### config.mk
export PLATFORM = sky130hd
export DESIGN_NAME = boot_rom_loader
export DESIGN_NICKNAME = d
export VERILOG_FILES = /design/src/rtl/boot_loader_pkg.sv /design/src/rtl/boot_rom_loader_wr_skid.sv /design/src/rtl/boot_rom_loader.sv
export SDC_FILE = /design/constraint.sdc
export NUM_CORES = 1
export LEC_CHECK = 0
export ABC_AREA = 1
export BUFFER_PORTS_ARGS = -buffer_cell sky130_fd_sc_hd__buf_2
export CORE_ASPECT_RATIO = 0.8
export CORE_MARGIN = 3
export CORE_UTILIZATION = 36
export DETAILED_ROUTE_END_ITERATION = 10
export PLACE_DENSITY = 0.7
export RECOVER_POWER = 100
export SYNTH_ARGS = -nofsm -noshare
export SYNTH_HDL_FRONTEND = slang
export SYNTH_HIERARCHICAL = 1
export SYNTH_SLANG_ARGS = --single-unit
### constraint.sdc
create_clock -name clk_sys -period 3.95 [get_ports clk_sys]
set_clock_uncertainty 0.2 [all_clocks]
set_input_delay 0.5925 -clock clk_sys [delete_from_list [all_inputs] [get_ports clk_sys]]
set_output_delay 0.5925 -clock clk_sys [all_outputs]
set_load 0.02 [all_outputs]
### src/rtl/boot_loader_pkg.sv
// Shared definitions for the boot ROM loader and the emu top level.
// boot_state_t : loader FSM states (IDLE, LOAD, HOLD).
// PROG_ADDR_W / PROG_ROM_SIZE : program memory geometry (4 KiB); emu also
// uses these to size the boot ROM.
package boot_loader_pkg;

  localparam int unsigned PROG_ADDR_W   = 12;
  localparam int unsigned PROG_ROM_SIZE = 4096;

  typedef enum logic [1:0] {
    IDLE = 2'd0,
    LOAD = 2'd1,
    HOLD = 2'd2
  } boot_state_t;

endpackage

### src/rtl/boot_rom_loader_wr_skid.sv
// loader_wr_skid: one-entry skid buffer between the ioctl byte stream and the
// program memory write port.
//   load/load_addr/load_data : byte to capture (already qualified by caller)
//   mem_wr_ready             : memory accepts a write this cycle
//   mem_wr_en/addr/data      : registered write request (mem_wr_en = pending)
//   ioctl_wait               : pending & ~mem_wr_ready
//   accept                   : write completes this cycle
//   drop                     : a load arrived while the entry could not free up
module loader_wr_skid #(
  parameter int unsigned ADDR_W = 12
) (
  input  logic              clk_sys,
  input  logic              reset_n,
  input  logic              load,
  input  logic [ADDR_W-1:0] load_addr,
  input  logic [7:0]        load_data,
  input  logic              mem_wr_ready,
  output logic              mem_wr_en,
  output logic [ADDR_W-1:0] mem_wr_addr,
  output logic [7:0]        mem_wr_data,
  output logic              ioctl_wait,
  output logic              accept,
  output logic              drop
);

  logic pending;

  assign mem_wr_en  = pending;
  assign accept     = pending & mem_wr_ready;
  assign ioctl_wait = pending & ~mem_wr_ready;
  assign drop       = load & pending & ~mem_wr_ready;

  // A new byte may be captured in the same cycle the held one drains.
  always_ff @(posedge clk_sys or negedge reset_n) begin
    if (!reset_n) begin
      pending     <= 1'b0;
      mem_wr_addr <= '0;
      mem_wr_data <= '0;
    end else if (load && (!pending || mem_wr_ready)) begin
      pending     <= 1'b1;
      mem_wr_addr <= load_addr;
      mem_wr_data <= load_data;
    end else if (accept) begin
      pending <= 1'b0;
    end
  end

endmodule

### src/rtl/boot_rom_loader.sv
// boot_rom_loader: copies the HPS ioctl download into CPU program memory and
// holds the CPU in reset during the transfer plus a settle period.
//   clk_sys, reset_n          : clock, async active-low reset
//   ioctl_download/wr/addr/dout, ioctl_wait : hps_io download interface
//   mem_wr_en/addr/data, mem_wr_ready       : program memory write port
//   cpu_reset_req             : hold the T80 in reset
//   copy_in_progress          : high in LOAD or HOLD (drives LED_USER)
//   byte_count, checksum      : writes and mod-256 sum of the current/last load
//   overflow                  : sticky, a byte was dropped (range or overrun)
module boot_rom_loader
  import boot_loader_pkg::*;
#(
  parameter int unsigned ADDR_W      = PROG_ADDR_W,
  parameter int unsigned ROM_SIZE    = PROG_ROM_SIZE,
  parameter int unsigned HOLD_CYCLES = 256,
  parameter int unsigned HOLD_W      = 9
) (
  input  logic              clk_sys,
  input  logic              reset_n,
  input  logic              ioctl_download,
  input  logic              ioctl_wr,
  input  logic [26:0]       ioctl_addr,
  input  logic [7:0]        ioctl_dout,
  output logic              ioctl_wait,
  output logic              mem_wr_en,
  output logic [ADDR_W-1:0] mem_wr_addr,
  output logic [7:0]        mem_wr_data,
  input  logic              mem_wr_ready,
  output logic              cpu_reset_req,
  output logic              copy_in_progress,
  output logic [ADDR_W:0]   byte_count,
  output logic [7:0]        checksum,
  output logic              overflow
);

  localparam logic [HOLD_W-1:0] HOLD_INIT = HOLD_W'(HOLD_CYCLES);
  localparam logic [HOLD_W-1:0] HOLD_ONE  = HOLD_W'(1);
  localparam logic [ADDR_W:0]   CNT_ONE   = (ADDR_W + 1)'(1);

  boot_state_t       state;
  logic [HOLD_W-1:0] hold_cnt;

  logic in_range;
  logic skid_load;
  logic out_of_range;
  logic accept;
  logic drop;

  assign in_range     = ioctl_addr < 27'(ROM_SIZE);
  assign skid_load    = (state == LOAD) & ioctl_wr & in_range;
  assign out_of_range = (state == LOAD) & ioctl_wr & ~in_range;

  loader_wr_skid #(
    .ADDR_W (ADDR_W)
  ) u_wr_skid (
    .clk_sys      (clk_sys),
    .reset_n      (reset_n),
    .load         (skid_load),
    .load_addr    (ioctl_addr[ADDR_W-1:0]),
    .load_data    (ioctl_dout),
    .mem_wr_ready (mem_wr_ready),
    .mem_wr_en    (mem_wr_en),
    .mem_wr_addr  (mem_wr_addr),
    .mem_wr_data  (mem_wr_data),
    .ioctl_wait   (ioctl_wait),
    .accept       (accept),
    .drop         (drop)
  );

  // Status updates come first so that the LOAD-entry clears below win.
  always_ff @(posedge clk_sys or negedge reset_n) begin
    if (!reset_n) begin
      state            <= IDLE;
      hold_cnt         <= HOLD_INIT;
      cpu_reset_req    <= 1'b1;
      copy_in_progress <= 1'b0;
      byte_count       <= '0;
      checksum         <= '0;
      overflow         <= 1'b0;
    end else begin
      if (accept) begin
        if (byte_count != '1)
          byte_count <= byte_count + CNT_ONE;
        checksum <= checksum + mem_wr_data;
      end
      if (out_of_range || drop)
        overflow <= 1'b1;

      case (state)
        IDLE: begin
          if (ioctl_download) begin
            state            <= LOAD;
            cpu_reset_req    <= 1'b1;
            copy_in_progress <= 1'b1;
            byte_count       <= '0;
            checksum         <= '0;
            overflow         <= 1'b0;
          end else begin
            // Power-on hold: request drops on the edge the count reaches 0.
            if (hold_cnt != '0)
              hold_cnt <= hold_cnt - HOLD_ONE;
            cpu_reset_req <= (hold_cnt > HOLD_ONE);
          end
        end
        LOAD: begin
          if (!ioctl_download && !mem_wr_en) begin
            state    <= HOLD;
            hold_cnt <= HOLD_INIT;
          end
        end
        HOLD: begin
          if (ioctl_download) begin
            state      <= LOAD;
            byte_count <= '0;
            checksum   <= '0;
            overflow   <= 1'b0;
          end else if (hold_cnt == HOLD_ONE) begin
            state            <= IDLE;
            hold_cnt         <= '0;
            cpu_reset_req    <= 1'b0;
            copy_in_progress <= 1'b0;
          end else begin
            hold_cnt <= hold_cnt - HOLD_ONE;
          end
        end
        default: begin
          state <= IDLE;
        end
      endcase
    end
  end

endmodule

==> impl_metrics.csv <==
group,metric,value,unit
outcome,status,"finished with violations",
outcome,failed_checks,"capacitance limit, slew limit",
sta,setup_viol,0,
synthesis,netlist.top_cell.by_area,"sky130_fd_sc_hd__dfrtp_1",
grt,grt_pass1_wl,14200,um
power_and_ir_drop,power.share.sequential,38.3,%
drt,firstDrtPassIters,5,
place,dpl.hpwl,6290,um
synthesis,synth_cell_type_count,37,
cells_and_area,num-fill-cells,919,
synthesis,synth_area_leaders,"sky130_fd_sc_hd__dfrtp_1 (39%), sky130_fd_sc_hd__nand2_1 (15%), sky130_fd_sc_hd__nand3_1 (6.4%), sky130_fd_sc_hd__ha_1 (5.5%), sky130_fd_sc_hd__nor2_1 (5.5%)",
grt,grt_start_max_net_pins,41,
place,gp_congestion,0.864,
place,numPortBuffers,85,
synthesis,syn-num-nets,510,
power_and_ir_drop,switching_share,38.9,%
drt,routedWlPerCell,12.8,um
critical_path,path_max_fanout,23,
sta,finalHoldViolCount,0,
power_and_ir_drop,p_int,1.12,mW
drt,ant_nets,0,
sta,maxSlewHeadroom,-49.0,%
power_and_ir_drop,p_leak,2.16,nW
clock_tree,cts_max_path_buffers,2,
synthesis,ys_flop_type,"sky130_fd_sc_hd__dfrtp_1",
drt,wirelength,8370,um
min_path,worstHoldPathCells,2,
power_and_ir_drop,power-per-cell-area,462,mW/mm^2
clock_tree,tritoncts,"done",
clock_tree,cts_resized,0,
clock_tree,clkSinkCount,56,
drt,drcViolationCount,0,
place,dpl-instance-area,0.00394,sq mm
grt,vias_in_the_first_global_route,3029,
sta,rsz0062_at_grt,"no",
cells_and_area,finish.net_count,594,
grt,antenna_found_initial,0,
clock_tree,cts-hold-fix-buffers,0,
synthesis,netlist.area_leader.share,39.4,%
critical_path,endpoint_kind,"flip-flop",
run,max_cap_viol_count,1,
synthesis,postSynthCellCount,454,
critical_path,cp_launch_type,"flip-flop",
critical_path,arrival,2760,ps
cells_and_area,design_area,0.00397,sq mm
die,die_width,115,um
sta,tightest_slew,2230,ps
place,post-place-cells,646,
die,floorplan.die.height,93.3,um
synthesis,async_flop_share,100,%
synthesis,synth_warnings,6,
die,start_util,37.5,%
sta,report.final.slew_viol_count,41,
sta,final_total_negative_setup_slack,0,ps
synthesis,ys_seq_area_share,40.9,%
cells_and_area,layout-area-overhead-vs-synth,15.7,%
power_and_ir_drop,clk_network_pwr_share,24.5,%
synthesis,synth_area_per_cell,7.55,sq um
power_and_ir_drop,power.share.combinational,37.2,%
die,i_o_pin_count,86,
min_path,worst_hold_path_type,"flip-flop to flip-flop",
sta,layout_worst_path_cycle_share,71.1,%
clock_tree,clk-insertion-delay-late,290,ps
power_and_ir_drop,worst_ir_drop_vdd,0.236,mV
sta,max_freq,0.356,GHz
critical_path,criticalPathCategory,"flip-flop to flip-flop",
clock_tree,post_cts_buffers,0,
synthesis,synth-edff-count,0,
cells_and_area,layout_common_cells,"sky130_fd_sc_hd__nand2_1 (139), sky130_fd_sc_hd__dfrtp_1 (54), sky130_fd_sc_hd__nor2_1 (51), sky130_fd_sc_hd__clkbuf_1 (50), sky130_fd_sc_hd__inv_1 (49)",
cells_and_area,antenna-diode-count,0,
sta,min_tclk_post_route,2810,ps
die,fp.dieArea,0.0107,sq mm
drt,drt-vias-per-instance,4.93,
die,fp-row-count,31,
synthesis,syn-cell-area,0.00343,sq mm
clock_tree,clkTransAtPathRegs,70,ps
cells_and_area,final_layout_size_suffix_gt1_share,13.5,%
power_and_ir_drop,power_switching,0.713,mW
synthesis,ys_ff_latch,56,
drt,routed-via-count,3221,
cells_and_area,fin_cells,654,
grt,grt.total_usage,16.3,%
grt,globalRoute.totalOverflow,0,
clock_tree,h_tree_levels,2,
clock_tree,root_buffer,"sky130_fd_sc_hd__clkbuf_16",
clock_tree,number_of_buffers_added_by_the_clock_tree_synthesis_step,5,
critical_path,reg2reg_depth,7,
drt,first_iter_violations,146,
critical_path,cp.required,3900,ps
die,coreArea,0.00915,sq mm
cells_and_area,mostFrequentLayoutCell,"sky130_fd_sc_hd__nand2_1",
through the flow:
step / worst slack (ps) / hold WS, ps / utilization (%) / power, mW
after floorplan: 1960 / 96.9 / - / 1.24
after global placement: 1600 / 248 / 43.0 / 1.41
after detailed placement: 1460 / 255 / 43.0 / 1.42
after CTS: 1670 / 272 / 44.6 / 1.88
after global routing: 927 / 305 / 43.3 / 2.00
final: 1140 / 271 / 43.3 / 1.83
power groups by stage:
stage	logic (mW)	registers (mW)	clock network, mW
2_1_floorplan	0.517	0.719	0
3_3_place_gp	0.696	0.709	0
3_5_place_dp	0.711	0.710	0
4_1_cts	0.714	0.700	0.464
5_1_grt	0.803	0.712	0.487
6_report	0.682	0.701	0.449
synthesized netlist by cell type, types with 7 or more instances:
library cell and instances:
sky130_fd_sc_hd__ha_1 15, sky130_fd_sc_hd__xor2_1 8, sky130_fd_sc_hd__nor2_1 50, sky130_fd_sc_hd__nand2_2 9, sky130_fd_sc_hd__a21oi_1 11, sky130_fd_sc_hd__nand2_1 134
sky130_fd_sc_hd__o21ai_0 9, sky130_fd_sc_hd__nor2_2 7, sky130_fd_sc_hd__inv_2 7, sky130_fd_sc_hd__inv_1 47, sky130_fd_sc_hd__nand3_1 44, sky130_fd_sc_hd__dfrtp_1 54
sky130_fd_sc_hd__nand4_1 10
worst max-delay path: stages, from the launching register on:
cell and delay (ps):
sky130_fd_sc_hd__dfrtp_1 420, sky130_fd_sc_hd__nand2_1 70, sky130_fd_sc_hd__inv_1 480, sky130_fd_sc_hd__inv_1 290, sky130_fd_sc_hd__nor4_1 840, sky130_fd_sc_hd__nand4_1 200, sky130_fd_sc_hd__nand2_1 140, sky130_fd_sc_hd__nor2_1 50
area by class of cell:
class	count	area (sq um)	area share (%)
flip-flops and latches	56	1400	35.4
multi-input cells	332	1680	42.4
clock buffers	8	146	3.69
well taps	115	144	3.63
inverters	55	206	5.20
repair buffers	88	383	9.65
registers in the layout, summed over array words and instances (netlist names):
register,cells
byte_count,13
u_wr_skid/mem_wr_addr,12
hold_cnt,9
checksum,8
u_wr_skid/mem_wr_data,8
state,2
copy_in_progress,1
cpu_reset_req,1
overflow,1
u_wr_skid/mem_wr_en,1
per-layer routing:
metal,track usage (%),share of wire [%],up-vias
met5,0,0,-
met4,4.01,1.2,0
met3,2.91,6.3,9
met2,26.4,46,111
met1,22.4,46,1495
li1,-,-,1606
logic make-up after synthesis:
logic type      Yosys count  synth area share (%)
compound gates           31                  4.96
fa+ha+maj                16                  6.06
xor+xnor                 10                  2.55
flops                    56                  40.9
buf+inv                  66                  8.43
simple gates            275                  37.0
worst paths after layout:
kind | end | slack (ps) | from
setup / recovery | byte_count[9] | 1140 | u_wr_skid/mem_wr_en
hold / removal | u_wr_skid/mem_wr_addr[10] | 270 | u_wr_skid/mem_wr_addr[10]
setup reg to reg | byte_count[9] | 1140 | u_wr_skid/mem_wr_en
hold reg to reg | u_wr_skid/mem_wr_addr[10] | 270 | u_wr_skid/mem_wr_addr[10]
max in group asynchronous | byte_count[4] | 1510 | reset_n
min in group asynchronous | u_wr_skid/mem_wr_addr[1] | 760 | reset_n
(Power assumes the default switching activity.)
